File: src/rtl/cam_init_seq.sv
// Camera sensor power-up sequencer: waits for PLL lock, pulses sensor
// reset, then streams a register table to an I2C master with retries.
module cam_init_seq #(
   parameter int unsigned RST_HOLD_CYC = 500000,
   parameter int unsigned SETTLE_CYC   = 1000000,
   parameter int unsigned NUM_REGS     = 16,
   parameter logic [6:0]  DEV_ADDR     = 7'h3C,
   parameter int unsigned MAX_RETRY    = 2,
   parameter int unsigned MS_CYC       = 50000
) (
   input  logic        clk_50m,
   input  logic        rst_n,
   input  logic        start,
   input  logic        clk_locked,
   output logic        mipi_rst,
   output logic [7:0]  tbl_addr,
   input  logic [23:0] tbl_data,
   output logic        i2c_req,
   output logic [6:0]  i2c_dev,
   output logic [15:0] i2c_reg,
   output logic [7:0]  i2c_wdata,
   input  logic        i2c_ack,
   input  logic        i2c_err,
   output logic        busy,
   output logic        done,
   output logic        error,
   output logic [7:0]  err_idx
);

   localparam int unsigned DLY_MAX = 255 * MS_CYC;
   localparam int unsigned MAX_A   = (RST_HOLD_CYC > SETTLE_CYC) ?
                                     RST_HOLD_CYC : SETTLE_CYC;
   localparam int unsigned CNT_MAX = (MAX_A > DLY_MAX) ? MAX_A : DLY_MAX;
   localparam int          CW      = $clog2(CNT_MAX + 2);
   localparam int          RW      = $clog2(MAX_RETRY + 2);

   typedef enum logic [3:0] {
      S_IDLE,
      S_WAIT_LOCK,
      S_RST_HOLD,
      S_SETTLE,
      S_ISSUE,
      S_WAIT_ACK,
      S_DELAY,
      S_DONE,
      S_ERR
   } state_t;

   state_t          r_state, w_state;
   logic [CW-1:0]   r_cnt, w_cnt;
   logic [RW-1:0]   r_retry, w_retry;
   logic [7:0]      r_addr, w_addr;
   logic            r_req, w_req;
   logic [15:0]     r_reg, w_reg;
   logic [7:0]      r_wdata, w_wdata;
   logic            r_mipi, w_mipi;
   logic [7:0]      r_err_idx, w_err_idx;

   logic [CW-1:0]   w_dly;
   logic            w_cnt_end;
   logic            w_last;
   logic            w_live;

   // Down-counters terminate when they reach 1 (or load 0 -> one cycle).
   assign w_dly     = CW'(tbl_data[7:0]) * CW'(MS_CYC);
   assign w_cnt_end = (r_cnt <= CW'(1));
   assign w_last    = (({1'b0, r_addr} + 9'd1) == 9'(NUM_REGS));
   assign w_live    = (r_state == S_RST_HOLD) || (r_state == S_SETTLE) ||
                      (r_state == S_ISSUE)    || (r_state == S_WAIT_ACK) ||
                      (r_state == S_DELAY);

   assign mipi_rst  = r_mipi;
   assign tbl_addr  = r_addr;
   assign i2c_req   = r_req;
   assign i2c_dev   = DEV_ADDR;
   assign i2c_reg   = r_reg;
   assign i2c_wdata = r_wdata;
   assign busy      = !((r_state == S_IDLE) || (r_state == S_DONE) ||
                        (r_state == S_ERR));
   assign done      = (r_state == S_DONE);
   assign error     = (r_state == S_ERR);
   assign err_idx   = r_err_idx;

   // State and datapath registers, cleared asynchronously.
   always_ff @(posedge clk_50m or negedge rst_n) begin
      if (!rst_n) begin
         r_state   <= S_IDLE;
         r_cnt     <= '0;
         r_retry   <= '0;
         r_addr    <= '0;
         r_req     <= 1'b0;
         r_reg     <= '0;
         r_wdata   <= '0;
         r_mipi    <= 1'b0;
         r_err_idx <= '0;
      end else begin
         r_state   <= w_state;
         r_cnt     <= w_cnt;
         r_retry   <= w_retry;
         r_addr    <= w_addr;
         r_req     <= w_req;
         r_reg     <= w_reg;
         r_wdata   <= w_wdata;
         r_mipi    <= w_mipi;
         r_err_idx <= w_err_idx;
      end
   end

   // Next-state logic; losing PLL lock mid-sequence restarts from scratch.
   always_comb begin
      w_state   = r_state;
      w_cnt     = r_cnt;
      w_retry   = r_retry;
      w_addr    = r_addr;
      w_req     = r_req;
      w_reg     = r_reg;
      w_wdata   = r_wdata;
      w_mipi    = r_mipi;
      w_err_idx = r_err_idx;
      if (w_live && !clk_locked) begin
         w_state = S_WAIT_LOCK;
         w_req   = 1'b0;
         w_mipi  = 1'b0;
         w_addr  = '0;
         w_retry = '0;
         w_cnt   = '0;
      end else begin
         unique case (r_state)
            S_IDLE, S_DONE, S_ERR: begin
               if (start) begin
                  w_state   = S_WAIT_LOCK;
                  w_mipi    = 1'b0;
                  w_addr    = '0;
                  w_err_idx = '0;
                  w_retry   = '0;
                  w_cnt     = '0;
                  w_req     = 1'b0;
               end
            end
            S_WAIT_LOCK: begin
               w_mipi = 1'b0;
               if (clk_locked) begin
                  w_state = S_RST_HOLD;
                  w_cnt   = CW'(RST_HOLD_CYC);
               end
            end
            S_RST_HOLD: begin
               if (w_cnt_end) begin
                  w_mipi  = 1'b1;
                  w_state = S_SETTLE;
                  w_cnt   = CW'(SETTLE_CYC);
               end else begin
                  w_cnt = r_cnt - CW'(1);
               end
            end
            S_SETTLE: begin
               if (w_cnt_end) begin
                  w_cnt   = '0;
                  w_state = (NUM_REGS == 0) ? S_DONE : S_ISSUE;
               end else begin
                  w_cnt = r_cnt - CW'(1);
               end
            end
            S_ISSUE: begin
               if (tbl_data[23:8] == 16'hFFFF) begin
                  w_state = S_DELAY;
                  w_cnt   = w_dly;
               end else begin
                  w_req   = 1'b1;
                  w_reg   = tbl_data[23:8];
                  w_wdata = tbl_data[7:0];
                  w_state = S_WAIT_ACK;
               end
            end
            S_WAIT_ACK: begin
               if (i2c_err) begin
                  w_req = 1'b0;
                  if (r_retry < RW'(MAX_RETRY)) begin
                     w_retry = r_retry + RW'(1);
                     w_state = S_ISSUE;
                  end else begin
                     w_err_idx = r_addr;
                     w_mipi    = 1'b1;
                     w_state   = S_ERR;
                  end
               end else if (i2c_ack) begin
                  w_req   = 1'b0;
                  w_retry = '0;
                  w_addr  = r_addr + 8'd1;
                  w_state = w_last ? S_DONE : S_ISSUE;
               end
            end
            S_DELAY: begin
               if (w_cnt_end) begin
                  w_cnt   = '0;
                  w_retry = '0;
                  w_addr  = r_addr + 8'd1;
                  w_state = w_last ? S_DONE : S_ISSUE;
               end else begin
                  w_cnt = r_cnt - CW'(1);
               end
            end
            default: w_state = S_IDLE;
         endcase
      end
   end

endmodule

File: config.mk
export PLATFORM = sky130hd
export DESIGN_NAME = cam_init_seq
export DESIGN_NICKNAME = d
export VERILOG_FILES = /design/src/rtl/cam_init_seq.sv
export SDC_FILE = /design/constraint.sdc
export NUM_CORES = 1
export LEC_CHECK = 0
export ABC_CLOCK_PERIOD_IN_PS = 5850
export CAP_MARGIN = 20
export CORE_MARGIN = 5
export CORE_UTILIZATION = 50
export CTS_CLUSTER_DIAMETER = 60
export DETAILED_ROUTE_END_ITERATION = 10
export HOLD_SLACK_MARGIN = 0.08
export PLACE_DENSITY = 0.74
export RECOVER_POWER = 25
export SKIP_CTS_REPAIR_TIMING = 1
export SLEW_MARGIN = 0
export SYNTH_ARGS = -nofsm -noshare
export SYNTH_HDL_FRONTEND = slang
export SYNTH_SLANG_ARGS = --single-unit
export TNS_END_PERCENT = 100
File: constraint.sdc
create_clock -name clk_50m -period 5.85 [get_ports clk_50m]
set_input_delay 1.17 -clock clk_50m [delete_from_list [all_inputs] [get_ports clk_50m]]
set_output_delay 1.17 -clock clk_50m [all_outputs]
set_load 0.01 [all_outputs]
==> results_dict.tcl <==
set metrics [dict create \
    synthCells 609 \
    start_kind "primary input" \
    vias_per_cell 6.38 \
    critPathKind "in -> reg" \
    tns_ps 0 \
    max_slew.worst_pin.slew_ps 3870 \
    drt_first_pass_iters 8 \
    cpLargestDelayFamily "adder cells" \
    grt_pass1_vias 5185 \
    synth_edf_count 0 \
    wl_per_cell_um 19.3 \
    insertion_delay_ps 350 \
    period_needed_ps 5050 \
    critPathArrivalTime_ps 5250 \
    period_share 0.864 \
    vdd_drop_max_v 0.000263 \
    fin_skew_ps 6.50 \
    status "finished, violations left" \
    max_freq_mhz 198 \
    cts.path.max_buffers 2 \
    ys.flop_type "dfrtp_1" \
    critical-path-max-stage-delay_ps 530 \
    drive_gt1_frac 0.0932 \
    drtIter0Drc 585 \
    clk_pin_slew_worst_paths_ps 60 \
    cts_root_buffer "clkbuf_16" \
    cp_max_fo 5 \
    ys_warn_count 0 \
    die_area_sq_um 13800 \
    crit_slowest_cell "clkdlybuf4s50_1" \
    crit_required_ps 6040 \
    final-hold-violation-count 0 \
    ys_ff_latch 72 \
    syn_avg_cell_area_sq_um 9.48 \
    die_h_um 117 \
    initial_core_util 0.508 \
    ys_seq_area_frac 0.312 \
    numCtsBuffers 9 \
    ant_nets 0 \
    rsz0062_at_grt "no" \
    maxSlewViolCount 73 \
    ios 82 \
    violations "capacitance limit, slew limit" \
    power.leakage_nw 3.03 \
    cts_tree "yes" \
    hpwl_um 11800 \
    dp_cells 803 \
    num_antenna_cells 0 \
    fill_cells 939 \
    setup_viol 0 \
    async_reset_ff_frac 1.00 \
    gp_congestion 0.941 \
    grt_pass1_wl_um 26200 \
    syn_to_final_growth_pct 19.5 \
    path_cells "clkdlybuf4s50_1, ha_1, ha_1, inv_1, fa_1, inv_1, fa_1, ha_1, o21ai_0, o21ai_0, nand2_1, o31ai_1, mux2i_1, o221ai_1" \
    gr-total-overflow 0 \
    via_count 5222 \
    max_slew_margin -1.58 \
    portBuffers 74 \
    cts_sinks 72 \
    mappedNetlistArea_sq_um 5770 \
    core_area_sq_um 11400 \
    final_cells 819 \
    cts-htree-levels 3 \
    worstSetupEndpointType "register" \
    drv_cap 1 \
    grt_start_max_net_pins 73 \
    rows 39 \
    nets 770 \
    largest_reg_flops 24 \
    grt.total_usage 0.228 \
    worstHoldPathType "reg -> reg" \
    synth_cell_types 74 \
    crit_buf_inv 3 \
    power_density_nw_per_um2 478 \
    antenna_found_initial 0 \
    wirelength_um 15800 \
    dieWidth_um 117 \
    crit_top_cell "ha_1" \
    drcViolationCount 0 \
]
==> final cells by class <==
cell class                 count  area (sq um)  area share
multi-input combinational    493          3760       0.545
clock inverter                 6          90.1      0.0131
sequential                    72          1800       0.261
timing repair buffer          77           757       0.110
inverter                      18          67.6     0.00980
tap                          143           179      0.0260
clock buffer                  10           239      0.0347
==> layer usage <==
layer / wire length, um / global-route usage / up-vias
met2: 7680 / 0.373 / 224
met3: 1060 / 0.0467 / 34
li1: - / - / 2421
met1: 6630 / 0.300 / 2543
met5: 0 / 0 / -
met4: 431 / 0.0819 / 0
==> final timing paths <==
path | from | endpoint | slack (ps) | depth (start not counted)
setup / recovery | tbl_data[2] | r_cnt[21] | 800 | 14
hold / removal | i2c_wdata[1] | i2c_wdata[1] | 480 | 2
setup reg to reg | r_state[1] | r_state[0] | 2590 | 5
hold reg to reg | i2c_wdata[1] | i2c_wdata[1] | 480 | 2
max in group asynchronous | rst_n | i2c_wdata[2] | 1520 | 1
min in group asynchronous | rst_n | err_idx[5] | 2160 | 1
==> synth_stat cells (all sizes together), types with 14 or more instances <==
cell type  instances  area share
inv               17       0.011
dfrtp             72        0.31
nor2              42       0.027
mux2              26       0.051
ha                57        0.12
o21ai             40       0.035
clkbuf            14      0.0091
nand3             14       0.012
nand2             48       0.033
buf               17       0.019
nor3              24       0.022
a21oi             27       0.023
==> report_power, final <==
part,switching [mW],internal [mW]
sequential,0.200,0.660
combinational,1.04,0.791
clock,0.223,0.387
==> layout by cell type, fill, tap and decap left out, drive strengths merged, types with 8 or more instances in the layout <==
master,count
a211oi,9
a21oi,27
a22o,9
clkbuf,11
clkdlybuf4s50,73
dfrtp,72
fa,12
ha,57
inv,19
mux2,26
nand2,48
nand3,14
nand4,11
nor2,42
nor3,24
nor4,13
o211ai,8
o21ai,40
xnor2,13
==> metrics by stage <==
step / cell area, sq um / power [mW] / hold slack [ps] / setup slack (ps) / util
after floorplan: 5790 / 2.08 / 491 / 1440 / -
after global placement: 6570 / 2.60 / 466 / 662 / 0.578
after detailed placement: 6570 / 2.65 / 473 / 501 / 0.578
after CTS: 6900 / 3.28 / 487 / 848 / 0.607
after global routing: 6890 / 3.51 / 515 / 588 / 0.606
final: 6890 / 3.30 / 480 / 797 / 0.606
==> worst register-to-register path, cell delays in order (launching register included) <==
cell	delay [ps]
dfrtp_1	860
clkinv_1	480
nor3_1	430
nand3_1	580
nand2_1	430
mux2_2	370
==> kinds of logic after synthesis <==
| group | Yosys count | share of synthesized area |
|---|---|---|
| AO/OA/AOI/OAI | 165 | 0.203 |
| XOR/XNOR | 18 | 0.0273 |
| adder cells (fa/ha/maj) | 69 | 0.165 |
| buffers and inverters | 49 | 0.0395 |
| flip-flops | 72 | 0.312 |
| multiplexers | 33 | 0.0629 |
| other | 2 | 0.00130 |
| AND/OR/NAND/NOR | 201 | 0.189 |
Power figures use the tool's default switching activity.
==> edit 1 (config.mk and constraints unchanged) <==
Put one more register stage on the output `err_idx`, with the module's reset. The value now appears one clock later. The other outputs are not delayed to match.
--- a/src/rtl/cam_init_seq.sv
+++ b/src/rtl/cam_init_seq.sv
@@ -81,3 +81,9 @@
    assign error     = (r_state == S_ERR);
-   assign err_idx   = r_err_idx;
+   always_ff @(posedge clk_50m or negedge rst_n) begin
+      if (!rst_n) begin
+         err_idx <= '0;
+      end else begin
+         err_idx <= r_err_idx;
+      end
+   end
 
Check against the original RTL: same outputs for any inputs over 10 cycles, from zero or initial values and one cycle with rst_n low; that may be too few to reach the edited logic, so the function may still have changed.
==> edit 1 against the unedited design <==
The flow still finishes with violations (max-capacitance violations, max-slew violations); cell area about the same; power down 4.3%; sequential cell count up 8; worst setup slack better by 89 ps; worst hold slack worse by 97 ps; synthesized area up 0.65%; combinational power down 5%; wire length down 7.1%; critical path type unchanged; largest power group unchanged.
==> edit 1: results (changes against the unedited design) <==
Status
The flow ran to the end, but the final reports show violations. The final reports fail on max-capacitance violations, max-slew violations.

Hold path
The hold-critical path depth is 0 (-2). In this run the most critical hold path is launched from r_err_idx[7]$_DFFE_PN0P_. The hold-critical path endpoint is err_idx[7]$_DFF_PN0_.

STA
The final critical path time including I/O delays and setup is 4960 ps (-88.8 ps). The count of final max-slew check failures was 83 (+14%). The worst slack on hold paths is 383 ps (-97.2 ps). The worst clock skew on the final layout was 7.06 ps (+0.561 ps). The transition time at the pin with the least slew margin was 2610 ps (-1260 ps).

Route
The via count is 5,055 (-3.2%). The total detailed-routing wirelength was 14.7 mm (-7.1%). The first-pass detailed-route iteration total was 5 (-3). The wire length on met1 is 6.39 mm (-3.6%). The wire length on met2 came to 6.96 mm (-9.4%).

Synthesis
After synthesis, the most frequently instantiated cells are 80 x dfrtp_1, 61 x nor2_1, 57 x ha_1, 49 x a21oi_1, 40 x o21ai_0. The sequential element share of the synthesized area was 0.345 (+0.0325). In the post-synthesis netlist, the biggest area contributors are dfrtp_1 34%, ha_1 12%, mux2_2 4.7%. The synthesized-area fraction occupied by ao, oa, aoi and oai cells was 0.194 (-0.00820). The multiplexer share of the synthesized area is 0.0491 (-0.0138).

GRT
The global-route usage over all layers is 0.214 (-0.0146). The global routing met1 resource utilization is 0.279 (-0.0211). The largest net degree at the start of global routing was 81 (+11%). The via count of the first global-routing pass is 5,041 (-2.8%).

The global routing met2 resource utilization is 0.341 (-0.0322). The met3 track demand over resource is 0.0432 (-0.00343).

Worst setup path
The endpoint arrival time on the critical path is 5180 ps (-70 ps). The internal reg-to-reg setup slack is 2670 ps (+80 ps). The origin of the critical flop-to-flop path is r_state[0]$_DFFE_PN0P_. The depth of the worst register-to-register path is 6 (+1).

Place
The sum of net half-perimeters after detailed placement is 10.8 mm (-8.6%). The count of buffers from port buffering was 74 (unchanged). The worst setup timing slack at the placement stage is 517 ps (+15.9 ps).

Power and ir drop
The peak ir drop on the vdd network is 0.000213 V (-19%). The clock network power is 553 µW (-9.3%). The leakage power of the design was 0.00306 µW (+1.1%). The internal power of the cells came to 1760 µW (-4.5%).

Flow run
The number of maximum-capacitance constraint violations is 2 (+1).

Cells and area
The share of post-route cells with drive strength above 1 is 0.0958 (+0.00260).
edit 1: cell count changes after synthesis, moves of 6 or more:
| cell | before | now |
|---|---|---|
| a31oi_1 | 6 | 12 |
| nor2_1 | 42 | 61 |
| o21ai_1 | 1 | 17 |
| a21oi_1 | 27 | 49 |
| mux2i_1 | 7 | 0 |
| and2_1 | 7 | 1 |
| a211oi_1 | 9 | 3 |
| clkbuf_1 | 14 | 20 |
| nand2_1 | 47 | 25 |
| dfrtp_1 | 72 | 80 |
| or3_1 | 3 | 12 |
edit 1: final cells by class:
class                           instances  area, µm²
Clock inverter                          6       50.0
Tap cell                              143        179
Timing Repair Buffer                   79        776
Fill cell                             978       4530
Sequential cell                        80       2000
Inverter                               16       60.1
Clock buffer                           10        239
Multi-Input combinational cell        498       3590
edit 1: through the flow:
stage | area [µm²] | utilization
2_1_floorplan | 5830 | -
3_3_place_gp | 6590 | 0.577
3_5_place_dp | 6590 | 0.577
4_1_cts | 6880 | 0.602
5_1_grt | 6890 | 0.604
6_report | 6890 | 0.604
==> edit 2 (config.mk and constraints unchanged) <==
Without the edit above. Change the parameter `SETTLE_CYC` from 1000000 to 500000.
--- a/src/rtl/cam_init_seq.sv
+++ b/src/rtl/cam_init_seq.sv
@@ -4,3 +4,3 @@
    parameter int unsigned RST_HOLD_CYC = 500000,
-   parameter int unsigned SETTLE_CYC   = 1000000,
+   parameter int unsigned SETTLE_CYC   = 500000,
    parameter int unsigned NUM_REGS     = 16,
Check against the original RTL: no difference found for any inputs over 10 cycles, from zero or initial values and one cycle with rst_n low; that may be too few to reach the edited logic, so the function may still have changed.
==> edit 2 against the unedited design <==
The run still ends with max-capacitance violations, max-slew violations left; non-clock buffer count rose by 1; cell area is 5.1% lower; count of clock-buffer cells in the layout unchanged; power shrank 11%; worst setup slack gained 43 ps; wire length fell by 11%; critical path depth unchanged; synthesized area decreased by 4.7%; critical endpoint is now r_cnt[23]$_DFFE_PN0P_; register-to-register slack improved by 250 ps; sequential cell count is the same.
==> edit 2: results (changes against the unedited design) <==
Cells and area
The sequential fraction of total cell area is 0.275 (+0.0139). The count of fill cells added during filler insertion was 913 (-2.8%). The post-layout instance area is 6550 µm² (-5.1%).

The multi-input combinational cell count was 452 (-8.3%). The non-clock buffer instance count of the final layout is 78 (+1.3%). The area share of buffers outside the clock network is 0.117 (+0.00700).

Flow run
The number of maximum-capacitance constraint violations was 1 (unchanged).

GRT
The global-route usage over all layers is 0.221 (-0.00751). The global routing met1 resource utilization is 0.284 (-0.0157). The via count of the first global-routing pass is 4,762 (-8.2%). The global routing met2 resource utilization was 0.376 (+0.00275).

Place
The cell area reported after detailed placement was 6330 µm² (-3.7%). The number of placed cells counting well taps is 762 (-5.1%).

STA
The worst clock skew on the final layout is 16.3 ps (+9.77 ps). The transition time at the pin with the least slew margin is 3910 ps (+38.8 ps). The count of final max-slew check failures is 73 (unchanged).

Synthesis
The synthesized area per cell came to 9.70 µm² (+2.3%). In the synthesized netlist, the cells that appear most often are 72 x dfrtp_1, 57 x ha_1, 40 x o21ai_0, 38 x nand2_1, 37 x nor2_1.

Route
The average wire per standard cell was 18.0 µm (-6.6%). The wire length on met2 is 6.95 mm (-9.4%). The first-pass detailed-route iteration total is 5 (-3). The total detailed-routing wirelength was 14.0 mm (-11%).

Status
The checks that failed: max-capacitance violations, max-slew violations. The flow ran to the end, but the final reports show violations.

Power and ir drop
The combinational fraction of design power is 0.567 (+0.013).
==> edit 2: logic make-up after synthesis <==
group	count (synthesis)	share of synthesized area
buf+inv	48	0.0380
simple gates	162	0.155
flops	72	0.328
mux	28	0.0564
xor+xnor	24	0.0382
other cells	2	0.00137
compound gates	162	0.210
fa+ha+maj	69	0.173
==> edit 2: path summary, 6_finish.rpt <==
kind	slack [ps]	cells after the start	to	startpoint
max in group asynchronous	1510	1	i2c_wdata[4]$_DFFE_PN0P_	rst_n
worst min register to register	510	1	i2c_reg[0]$_DFFE_PN0P_	i2c_reg[0]$_DFFE_PN0P_
worst min-delay path	510	1	i2c_reg[0]$_DFFE_PN0P_	i2c_reg[0]$_DFFE_PN0P_
min in group asynchronous	2150	1	r_cnt[1]$_DFFE_PN0P_	rst_n
worst max-delay path	840	14	r_cnt[23]$_DFFE_PN0P_	tbl_data[2]
worst max register to register	2840	7	r_cnt[12]$_DFFE_PN0P_	r_cnt[8]$_DFFE_PN0P_
